--- config.mk ---
export PLATFORM = sky130hd
export DESIGN_NAME = pipe_stage_reg
export DESIGN_NICKNAME = d
export VERILOG_FILES = /design/src/rtl/pipe_stage_reg.sv
export SDC_FILE = /design/constraint.sdc
export NUM_CORES = 1
export LEC_CHECK = 0
export ABC_AREA = 1
export CORE_AREA = 2 2 161 163
export DETAILED_ROUTE_END_ITERATION = 8
export DIE_AREA = 0 0 163 165
export GPL_TIMING_DRIVEN = 0
export SYNTH_ARGS = -nofsm -noshare
export SYNTH_HDL_FRONTEND = slang
export SYNTH_SLANG_ARGS = --single-unit
--- constraint.sdc ---
create_clock -name clk -period 3.1 [get_ports clk]
set_input_delay 0.31 -clock clk [delete_from_list [all_inputs] [get_ports clk]]
set_output_delay 0.31 -clock clk [all_outputs]
set_load 0.01 [all_outputs]
--- src/rtl/pipe_stage_reg.sv ---
// Purpose : pipeline stage register with bubble/flush, exception redirect, stall hold and T_new ageing.
// Latency : one cycle; every output is a flop, no combinational path from inputs to outputs.
// Backpress: stall holds contents (STALL_MODE=0) or inserts a bubble (STALL_MODE=1); req > flush > stall > load.
module pipe_stage_reg #(
    parameter int          DW         = 32,
    parameter int          NCH        = 4,
    parameter int          TW         = 2,
    parameter int          STALL_MODE = 0,
    parameter logic [31:0] EXC_PC     = 32'h0000_4180
) (
    input  logic                clk,
    input  logic                reset,
    input  logic                stall,
    input  logic                flush,
    input  logic                req,
    input  logic                in_valid,
    input  logic [31:0]         in_pc,
    input  logic [31:0]         in_instr,
    input  logic [TW-1:0]       in_tnew,
    input  logic [NCH*DW-1:0]   in_data,
    input  logic                in_bd,
    input  logic [4:0]          in_exccode,
    output logic                out_valid,
    output logic [31:0]         out_pc,
    output logic [31:0]         out_instr,
    output logic [TW-1:0]       out_tnew,
    output logic [NCH*DW-1:0]   out_data,
    output logic                out_bd,
    output logic [4:0]          out_exccode,
    output logic [7:0]          out_hold_cnt
);

    // Complete architectural content of the stage, kept as one packed record.
    typedef struct packed {
        logic                valid;
        logic [31:0]         pc;
        logic [31:0]         instr;
        logic [TW-1:0]       tnew;
        logic [NCH*DW-1:0]   data;
        logic                bd;
        logic [4:0]          exccode;
    } stage_t;

    // What the stage does at the next edge (reset is handled in the register itself).
    typedef enum logic [1:0] {
        ACT_LOAD  = 2'd0,
        ACT_HOLD  = 2'd1,
        ACT_FLUSH = 2'd2,
        ACT_REQ   = 2'd3
    } act_t;

    localparam logic [7:0] HOLD_MAX = 8'hFF;

    stage_t     cur_q;
    stage_t     nxt;
    logic [7:0] hold_q;
    logic [7:0] nxt_hold;
    act_t       act;

    // T_new counts down towards zero and never wraps.
    function automatic logic [TW-1:0] tnew_dec(input logic [TW-1:0] t);
        return (t != '0) ? (t - TW'(1)) : '0;
    endfunction

    // Resolve the control inputs by priority; in bubble mode a stall behaves exactly like a flush.
    always_comb begin
        act = ACT_LOAD;
        if (req) begin
            act = ACT_REQ;
        end else if (flush) begin
            act = ACT_FLUSH;
        end else if (stall) begin
            act = (STALL_MODE != 0) ? ACT_FLUSH : ACT_HOLD;
        end
    end

    // Next stage content and hold counter for the selected action.
    always_comb begin
        nxt      = cur_q;
        nxt_hold = 8'd0;
        case (act)
            ACT_REQ: begin
                // Exception redirect: bubble whose PC points at the handler, not in a delay slot.
                nxt    = '0;
                nxt.pc = EXC_PC;
            end
            ACT_FLUSH: begin
                // Bubble that still carries PC and delay-slot flag so EPC can be derived later.
                nxt    = '0;
                nxt.pc = in_pc;
                nxt.bd = in_bd;
            end
            ACT_HOLD: begin
                // Contents freeze, but the producer keeps making progress so T_new still ages.
                nxt.tnew = tnew_dec(cur_q.tnew);
                nxt_hold = (hold_q == HOLD_MAX) ? HOLD_MAX : (hold_q + 8'd1);
            end
            default: begin
                nxt.valid   = in_valid;
                nxt.pc      = in_pc;
                nxt.instr   = in_instr;
                nxt.data    = in_data;
                nxt.bd      = in_bd;
                nxt.exccode = in_exccode;
                // An empty slot produces nothing, so it must never look like a pending result.
                nxt.tnew    = in_valid ? tnew_dec(in_tnew) : '0;
            end
        endcase
    end

    // Stage register with synchronous reset that overrides every other control.
    always_ff @(posedge clk) begin
        if (reset) begin
            cur_q  <= '0;
            hold_q <= 8'd0;
        end else begin
            cur_q  <= nxt;
            hold_q <= nxt_hold;
        end
    end

    assign out_valid    = cur_q.valid;
    assign out_pc       = cur_q.pc;
    assign out_instr    = cur_q.instr;
    assign out_tnew     = cur_q.tnew;
    assign out_data     = cur_q.data;
    assign out_bd       = cur_q.bd;
    assign out_exccode  = cur_q.exccode;
    assign out_hold_cnt = hold_q;

endmodule

Word level (Yosys, flattened, before mapping)
Cells that the tools add are included.

storage, ports and cells
  register bits after elaboration = 209
  latch bits = 0
  memory bits (writable) = 0
  bits in read-only memories = 0
  bits of input ports = 206
  output and inout bits = 209
  word-level logic and storage cells = 30
  memories kept = 0

cells by class
  add/sub/neg operators = 3
  $mul = 0
  divide/modulo/power cells = 0
  $lt $le $gt $ge = 0
  equal/unequal tests = 4
  shifts and indexed selects = 0
  mux-type cells = 10
  bitwise gates (word level) = 1
  reductions and logical operators = 4

operators by type and width
  operator                                          number
  case mux 134 bit (3 select lines)                 1
  case mux 65 bit (3 select lines)                  1
  two-way mux 2 bit                                 5
  adder 8 x 1 -> 8 bit, second input constant       1
  == test 8 bit, second input constant              1
  two-way mux 8 bit                                 1
  == test 2 bit, second input constant              2
  case mux 2 bit (2 select lines)                   1
  nonzero test 2 bit                                2
  OR reduction 2 bit                                2
  subtractor 2 x 1 -> 2 bit, second input constant  2
  == test 2 x 1 -> 1 bit, second input constant     1
  two-way mux 1 bit                                 1
  NOT 1 bit                                         1

Longest topological paths before layout
Gate-level depths: netlist (run 1).

  depth after elaboration = 6
  depth in mapped cells = 8
  depth with buffers taken out = 7

Worst setup path after synthesis (run 1)
Ideal clock, no wire load.

  path kind = flip-flop to flip-flop
  start point = register hold_q[0] (netlist: out_hold_cnt[0])
  end point = register hold_q[5] (netlist: out_hold_cnt[5])
  library setup time = 0.056 ns
  arrival = 1.167 ns
  required time = 3.044 ns
  setup slack = 1.878 ns
  stages on the path, launching flop included = 8
  buffers on the path = 0
  clock period less this slack = 1.222 ns
  path through = dfxtp_1 -> ha_1 -> nand2_1 -> nor2_1 -> nand2_1 -> nand3_1 -> nand2_1 -> inv_1

on the way
  longest elaborated chain between the ends = 2
  elaborated cells between the ends (all ways) = 3
  those cells by class = 1 x add/sub; 1 x eq/ne; 1 x mux

ends and longest elaborated chain
  what                                                          RTL line  text
  start: declaration                                            56        logic [7:0] hold_q;
  start signal: assignment                                      118       hold_q <= nxt_hold;
  adder 8 x 1 -> 8 bit / == test 8 bit (equally long branches)  96        nxt_hold = (hold_q == HOLD_MAX) ? HOLD_MAX : (hold_q + 8'd1);
  two-way mux 8 bit *                                           96

Every way passes the cells marked *; elsewhere a longest branch is shown, timed or not.
A chain may end at the register's enable or synchronous reset.

Worst setup path after layout (run 1)
  start point = register hold_q[4] (netlist: out_hold_cnt[4])
  end point = output port out_hold_cnt[4]

RTL lines
  what              RTL line  text
  end: declaration  30        output logic [7:0] out_hold_cnt

No word-level cell between the ends.

==> flow_metrics.tcl, run 1 <==
set metrics [dict create \
    status "completed" \
    synth_top_cell_by_area "dfxtp_1" \
    nFillCells 2474 \
    grtUsageTotal_pct 19.8 \
    synth_nets 1155 \
    synthCells 948 \
    regToRegSetupSlack_ns 1.73 \
    place_hpwl_um 21300 \
    synth-seq-cells 209 \
    cts_setup_buffers 0 \
    layout_min_cycle_time_ns 1.84 \
    synthSimpleGateAreaFrac_pct 35.9 \
    antenna_cells 0 \
    whs_endpoint "out_instr[17]" \
    hp-class "in2reg" \
    power_frac_seq_pct 43.6 \
    wirelength_um 27800 \
    drive_above_1_share_pct 6.34 \
    cap_violations 0 \
    crit_buf_inv 1 \
    portBuffers 414 \
    p_sw_share_pct 22.2 \
    p_leak_uw 0.00566 \
    finClkSkew_ns 0.0110 \
    yosysTopAreaCellShare_pct 56.7 \
    hp-start "in_instr[17]" \
    slowest_stage "clkdlybuf4s50_1" \
    critPathTopFamily "buffers and inverters" \
    grt_first_pass_wirelength_um 41700 \
    row_count 58 \
    cts.clk_slew.worst_paths_ns 0.06 \
    tightest_slew_ns 0.615 \
    vdd_ir_drop_max_uv 312 \
    area_growth_pct 73.0 \
    worstPathRequired_ns 2.79 \
    ant_nets 0 \
    clkPwrFrac_pct 46.7 \
    place_congestion 0.804 \
    fmax_mhz 542 \
    criticalPathCategory "reg2out" \
    setup_tns_ns 0 \
    r2r_cells 7 \
    final_util_pct 50.9 \
    wl_per_cell_um 16.1 \
    numCtsBuffers 24 \
    root_buffer "clkbuf_16" \
    grt_pass1_vias 7412 \
    rsz0062_at_grt "false" \
    antenna_found_initial 0 \
    muxShareOfSynthArea_pct 0 \
    crit_arrival_ns 1.53 \
    synth.avg_cell_area_sq_um 7.78 \
    cts_resized 0 \
    ys_warn_count 0 \
    critPathLaunchType "flip-flop" \
    die_x_um 163 \
    cts_tree "yes" \
    core_sq_mm 0.0250 \
    drc 0 \
    synth.cell_area_sq_mm 0.00737 \
    grt_max_degree 13 \
    crit_path_end_kind "primary output" \
    die_h_um 165 \
    comb_power_share_pct 9.7 \
    dp_slack_ns 0.856 \
    worst_slack_ns 1.26 \
    synth_xor_area_share_pct 0.238 \
    hold_viol_final 0 \
    synth_area_leaders "dfxtp_1 (57%), nand2_1 (21%), nand3_1 (14%)" \
    p_sw_uw 1410 \
    relSlewSlack_pct 59.0 \
    maxSlewViolCount 0 \
    start_util_pct 29.5 \
    gr-total-overflow 0 \
    firstDrtPassIters 4 \
    yosysSeqAreaShare_pct 56.7 \
    synth_compound_area_share_pct 1.02 \
    r2r-start "out_hold_cnt[0]" \
    yosys.area_share.adder_pct 0.170 \
    fin_crit_sh_pct 59.5 \
    cts_max_level 1 \
    synth_top_family_by_area "simple AND/OR/NAND/NOR gates" \
    hold_buffers 0 \
    pin_count 415 \
    cts.sinks 209 \
    synth.distinct_cells 17 \
    internal-power_uw 4950 \
    clkLatencyLatePin_ns 0.52 \
    cellPowerDensity_mw_per_mm2 499 \
    floorplan.die_area_sq_mm 0.0269 \
    worstPathMaxFanout 6 \
    cp.depth 1 \
    drtIter0Drc 397 \
    routed-via-count 7630 \
    min_path_cells 3 \
    fin_nets 1595 \
    clock_path_buffers 3 \
    slowest_delay_ns 0.60 \
    vias_per_cell 4.40 \
    crit_chain "clkdlybuf4s50_1" \
    setup_viol 0 \
    timing.rr.end "out_hold_cnt[6]" \
]
area by class of cell:
type	instances	area (sq um)	area share [%]
Buffer	64	353	2.77
Sequential cell	209	4180	32.8
Inverter	22	82.6	0.647
Multi-Input combinational cell	653	2750	21.6
Clock inverter	7	116	0.912
Tap cell	330	413	3.24
Clock buffer	34	709	5.56
Timing Repair Buffer	414	4140	32.5
per-stage QoR:
step                      instance area (sq um)  total power (uW)  std cells  hold WS [ns]
after floorplan                            7370              3000        948         0.379
after global placement                    11900              3460       1692         0.427
after detailed placement                  11900              3460       1692         0.431
after CTS                                 12800              6450       1733         0.334
after global routing                      12800              6610       1733         0.348
final                                     12800              6370       1733         0.354
sequential cells by signal (all words and copies together) (netlist names):
| register | count |
|---|---|
| out_bd | 1 |
| out_data | 128 |
| out_hold_cnt | 8 |
| out_instr | 32 |
| out_tnew | 2 |
| out_valid | 1 |
| out_exccode | 5 |
| out_pc | 32 |
power by group through the flow:
stage	clock network [uW]	registers (uW)	logic, uW
2_1_floorplan	0	2860	142
3_3_place_gp	0	2830	621
3_5_place_dp	0	2840	624
4_1_cts	3040	2780	627
5_1_grt	3160	2780	668
6_report	2970	2780	617
cell families (layout without fill, tap and decap cells):
kind of cell	count (synthesis)	count (layout)
buffers and inverters	86	541
AND/OR/NAND/NOR	636	636
XOR/XNOR	2	2
AO/OA/AOI/OAI	14	14
adder cells (fa/ha/maj)	1	1
flip-flops	209	209
layer usage:
layer | up-vias | track usage [%] | routed length (um)
met4 | 0 | 5.47 | 703
met1 | 3386 | 21.9 | 10800
li1 | 3907 | - | -
met3 | 44 | 8.11 | 3050
met5 | - | 0 | 0
met2 | 293 | 35.1 | 13300
synthesized netlist by cell type (all sizes together):
cell    count
nor2       18
nand2     413
buf        51
dfxtp     209
clkbuf     13
xnor2       1
a21oi       7
o21bai      2
inv        22
o21ai       5
nand3     205
ha          1
xor2        1
worst max path at each step:
stage                          startpoint              end
after floorplan           out_hold_cnt[0]  out_hold_cnt[5]
after global placement              reset     out_data[61]
after detailed placement            reset     out_data[71]
after CTS                 out_hold_cnt[0]  out_hold_cnt[0]
after global routing      out_hold_cnt[2]  out_hold_cnt[2]
final                     out_hold_cnt[4]  out_hold_cnt[4]
layout by cell type (no fill, tap or decap), drive strengths merged:
master         count
xor2               1
ha                 1
buf               51
clkinvlp           1
nand2            413
o21bai             2
clkdlybuf4s50    414
nor2              18
clkinv             3
dfxtp            209
a21oi              7
nand3            205
bufinv             3
inv               22
xnor2              1
clkbuf            47
o21ai              5
Note: power is estimated with default switching activity, not from simulation.
==> inputs of run 2 (changes only) <==
CORE_AREA = 2 2 162 164   (was 2 2 161 163)
DIE_AREA = 0 0 164 166   (was 0 0 163 165)
PLACE_DENSITY = 0.66   (was unset)
clock period = 1.6 ns   (was 3.1 ns; I/O delays follow)
==> flow_metrics.tcl, run 2 (synthesis gave the netlist of run 1 again) <==
set metrics [dict create \
    wl_per_cell_um 15.4 \
    cellPowerDensity_mw_per_mm2 930 \
    drive_above_1_share_pct 6.47 \
    cap_violations 0 \
    crit_path_end_kind "primary output" \
    grt_max_degree 13 \
    hold_viol_final 0 \
    place_congestion 0.781 \
    cts_max_level 1 \
    hp-start "in_instr[16]" \
    critPathLaunchType "flip-flop" \
    core_sq_mm 0.0256 \
    fmax_mhz 638 \
    r2r-start "out_hold_cnt[0]" \
    crit_chain "clkdlybuf4s50_1" \
    crit_arrival_ns 1.41 \
    relSlewSlack_pct 61.2 \
    ant_nets 0 \
    firstDrtPassIters 7 \
    floorplan.die_area_sq_mm 0.0272 \
    root_buffer "clkbuf_16" \
    routed-via-count 7703 \
    worstPathMaxFanout 2 \
    start_util_pct 28.8 \
    hp-class "in2reg" \
    p_total_uw 12000 \
    finClkSkew_ns 0.00531 \
    antenna_found_initial 1 \
    vias_per_cell 4.42 \
    stdcell_count 1742 \
    criticalPathCategory "reg2out" \
    layout_min_cycle_time_ns 1.57 \
    tightest_slew_ns 0.581 \
    wirelength_um 26900 \
    gr-total-overflow 0 \
    grt_pass1_vias 7506 \
    place_hpwl_um 20500 \
    clock_path_buffers 3 \
    grt_first_pass_wirelength_um 40700 \
    pin_count 415 \
    hold_buffers 0 \
    cts_tree "yes" \
    setup_viol 0 \
    die_x_um 164 \
    cts.clk_slew.worst_paths_ns 0.06 \
    critPathLaunch "out_instr[3]" \
    cts.sinks 209 \
    maxSlewViolCount 0 \
    status "completed" \
    fin_crit_sh_pct 97.9 \
    slowest_delay_ns 0.58 \
    crit_buf_inv 1 \
    worstPathRequired_ns 1.44 \
    vdd_ir_drop_max_uv 720 \
    placedCellCount 1697 \
    die_h_um 166 \
    drtIter0Drc 337 \
    drc 0 \
    final_common_cell "nand2_1" \
    fin_nets 1596 \
    row_count 59 \
    numCtsBuffers 25 \
    clkLatencyLatePin_ns 0.51 \
    area_growth_pct 74.9 \
    nFillCells 2464 \
    critPathTopFamily "buffers and inverters" \
    portBuffers 414 \
    final_cell_mix "nand2_1 (413), clkdlybuf4s50_1 (309), dfxtp_1 (209)" \
    grtUsageTotal_pct 18.8 \
    slowest_stage "clkdlybuf4s50_1" \
    largest_register_ffs 128 \
    p_leak_uw 0.00714 \
]
## run 2: cell count changes in the layout (fill, tap and decap cells not counted), sizes merged
cell and change:
diode +1, clkdlybuf4s50 -105, clkbuf +6, dlygate4sd2 +29, dlymetal6s2s +76, bufinv -3
## run 2: cell type report
cell class | count | area [sq um] | area share (%)
well taps | 335 | 419 | 3.25
inverters | 22 | 82.6 | 0.640
multi-input cells | 653 | 2750 | 21.4
clock buffers | 40 | 772 | 5.99
clock inverters | 4 | 30.0 | 0.233
diodes | 1 | 2.50 | 0.0194
plain buffers | 64 | 354 | 2.75
flip-flops and latches | 209 | 4180 | 32.4
repair buffers | 414 | 4300 | 33.3
## run 2: power by group
part	switching [uW]	internal (uW)	leakage [uW]
clock network	2160	3290	0.000392
logic	467	705	0.00505
registers	57.4	5320	0.00170
## run 2: final timing paths
path | to | slack [ns] | cells past startpoint
worst max register to register | out_hold_cnt[6] | 0.19 | 7
worst min register to register | out_data[102] | 0.44 | 2
worst max-delay path | out_instr[3] | 0.03 | 1
worst min-delay path | out_instr[16] | 0.21 | 3
## run 2: stage by stage
step	util [%]	setup WS (ns)	setup TNS [ns]	hold slack, ns	area (sq um)
2_1_floorplan	-	0.378	0	0.229	7370
5_1_grt	50.3	-0.000202	-0.000202	0.200	12900
3_5_place_dp	46.6	-0.531	-39.17	0.431	11900
4_1_cts	49.6	0.000756	0	0.187	12700
6_report	50.3	0.0337	0	0.211	12900
3_3_place_gp	46.6	-0.520	-35.57	0.427	11900
## run 2: per-layer routing
metal  vias to the layer above  share of wire [%]  GRT usage [%]
met5                         -                  0              0
met4                         0                2.5           5.03
met3                        47                 10           6.72
met2                       310                 48           33.3
met1                      3447                 39           21.3
li1                       3899                  -              -
## run 2: timing repair
item	CTS	global route
resized for setup	29	78
setup buffers	0	0
setup endpoints to repair	29	86
==> inputs of run 3 (changes only) <==
CELL_PAD_IN_SITES_DETAIL_PLACEMENT = 1   (was unset)
CELL_PAD_IN_SITES_GLOBAL_PLACEMENT = 1   (was unset)
CORE_AREA = unset   (was 2 2 162 164)
CORE_ASPECT_RATIO = 0.8   (was unset)
CORE_MARGIN = 2   (was unset)
CORE_UTILIZATION = 24   (was unset)
DIE_AREA = unset   (was 0 0 164 166)
PLACE_DENSITY = unset   (was 0.66)
PLACE_DENSITY_LB_ADDON = 0.1   (was unset)
==> flow_metrics.tcl, run 3 (synthesis gave the netlist of run 1 again) <==
set metrics [dict create \
    crit_chain "clkdlybuf4s50_1" \
    grtUsageMet2_pct 31.1 \
    clkLatencyLatePin_ns 0.50 \
    cts.clk_slew.worst_paths_ns 0.06 \
    gr-total-overflow 0 \
    nFillCells 3588 \
    wl_per_cell_um 16.7 \
    drc 0 \
    worst_slack_ns 0.0344 \
    cp.depth 1 \
    rsz0062_at_grt "false" \
    tightest_slew_ns 0.562 \
    core_sq_mm 0.0303 \
    crit_path_end_kind "primary output" \
    routed-via-count 7774 \
    grt_pass1_vias 7884 \
    grtUsageTotal_pct 18.5 \
    hp-start "in_pc[31]" \
    fmax_mhz 639 \
    cap_violations 0 \
    critPathTopFamily "buffers and inverters" \
    final_cell_mix "nand2_1 (413), clkdlybuf4s50_1 (280), dfxtp_1 (206)" \
    hp-class "in2reg" \
    timing.rr.end "out_hold_cnt[6]" \
    finClkSkew_ns 0.000340 \
    hold_buffers 0 \
    layout_min_cycle_time_ns 1.57 \
    cts_max_level 1 \
    maxSlewViolCount 0 \
    dp_slack_ns -0.441 \
    slowest_delay_ns 0.58 \
    grt_first_pass_wirelength_um 46000 \
    setup_tns_ns 0 \
    grt_max_degree 12 \
    slowest_stage "clkdlybuf4s50_1" \
    p_total_uw 11900 \
    crit_arrival_ns 1.41 \
    antenna_found_initial 5 \
    grt-busiest-layer "met2" \
    grtUsageMet3_pct 8.02 \
    placedCellCount 1775 \
    place_hpwl_um 23400 \
    wirelength_um 30400 \
    fin_crit_sh_pct 97.9 \
    crit_buf_inv 1 \
    largest_register_ffs 128 \
    hold_viol_final 0 \
    start_util_pct 24.3 \
    vias_per_cell 4.27 \
    pin_count 415 \
    place_congestion 0.755 \
    worstPathRequired_ns 1.44 \
    r2r-start "out_hold_cnt[0]" \
    final_common_cell "nand2_1" \
    setup_viol 0 \
    floorplan.die_area_sq_mm 0.0321 \
    numCtsBuffers 25 \
    endpoint "out_pc[29]" \
    die_h_um 161 \
    fin_nets 1596 \
    cts.sinks 209 \
    root_buffer "clkbuf_16" \
    worstPathMaxFanout 2 \
    row_count 57 \
    die_x_um 200 \
    vdd_ir_drop_max_uv 586 \
    clock_path_buffers 3 \
    critPathLaunchType "flip-flop" \
    p_leak_uw 0.00720 \
    criticalPathCategory "reg2out" \
    portBuffers 414 \
    cts_tree "yes" \
    regToRegSetupSlack_ns 0.21 \
    cellPowerDensity_mw_per_mm2 921 \
    status "completed" \
    ant_nets 0 \
    drtIter0Drc 212 \
    r2r_cells 7 \
    met1_usage_pct 21.9 \
    drive_above_1_share_pct 6.48 \
    area_growth_pct 75.1 \
    relSlewSlack_pct 62.5 \
    critPathLaunch "out_pc[29]" \
    firstDrtPassIters 6 \
    stdcell_count 1820 \
]
[run 3: cell types whose count changed in the layout (fill, tap and decap cells not counted), sizes merged]
cell	previous run	this run
clkbuf	53	52
diode	1	3
dlymetal6s2s	76	71
clkdlybuf4s50	309	280
clkinvlp	1	0
dlygate4sd2	29	63
[run 3: worst min-delay path by stage]
stage | end | cells after the start
after floorplan | out_tnew[0] | 1
after global placement | out_data[3] | 2
after detailed placement | out_pc[29] | 2
after CTS | out_data[39] | 3
after global routing | out_data[75] | 3
final | out_pc[31] | 3
[run 3: layout make-up]
type	count	area, sq um	area share, %
Inverter	22	82.6	0.640
Clock inverter	3	18.8	0.145
Buffer	64	354	2.74
Tap cell	413	517	4.00
Clock buffer	39	748	5.79
Sequential cell	209	4190	32.4
Multi-Input combinational cell	653	2750	21.3
Antenna cell	3	7.51	0.0581
Timing Repair Buffer	414	4240	32.9
[run 3: metal layers]
| metal | vias up | wire (um) |
|---|---|---|
| li1 | 3908 | - |
| met1 | 3566 | 12200 |
| met2 | 254 | 14200 |
| met3 | 42 | 3300 |
| met4 | 4 | 602 |
| met5 | - | 30 |
[run 3: worst reg2reg max path: stages (launching register included)]
cell and delay [ns]:
dfxtp_1 0.39, ha_1 0.21, nand2_1 0.12, nor2_1 0.19, nand2_1 0.20, nand3_1 0.14, nand2_1 0.05, inv_1 0.04
[run 3: report_power, final]
| group | internal [uW] | switching, uW | leakage, uW |
|---|---|---|---|
| Sequential | 5320 | 55.6 | 0.00170 |
| Clock | 3180 | 2170 | 0.000379 |
| Combinational | 695 | 473 | 0.00512 |
| Total | 9190 | 2690 | 0.00720 |
[run 3: what timing repair did]
action | CTS | global route
setup endpoints to repair | 63 | 73
setup buffers | 0 | 0
endpoints found under the hold margin | 0 | 0
resized for setup | 66 | 73
cloned | 0 | 0
[run 3: stage by stage]
step | utilization (%) | area (sq um) | hold slack (ns)
after global routing | 42.6 | 12900 | 0.197
after CTS | 42.0 | 12700 | 0.188
after global placement | 39.7 | 12000 | 0.426
final | 42.6 | 12900 | 0.215
after floorplan | - | 7370 | 0.229
after detailed placement | 39.7 | 12000 | 0.431
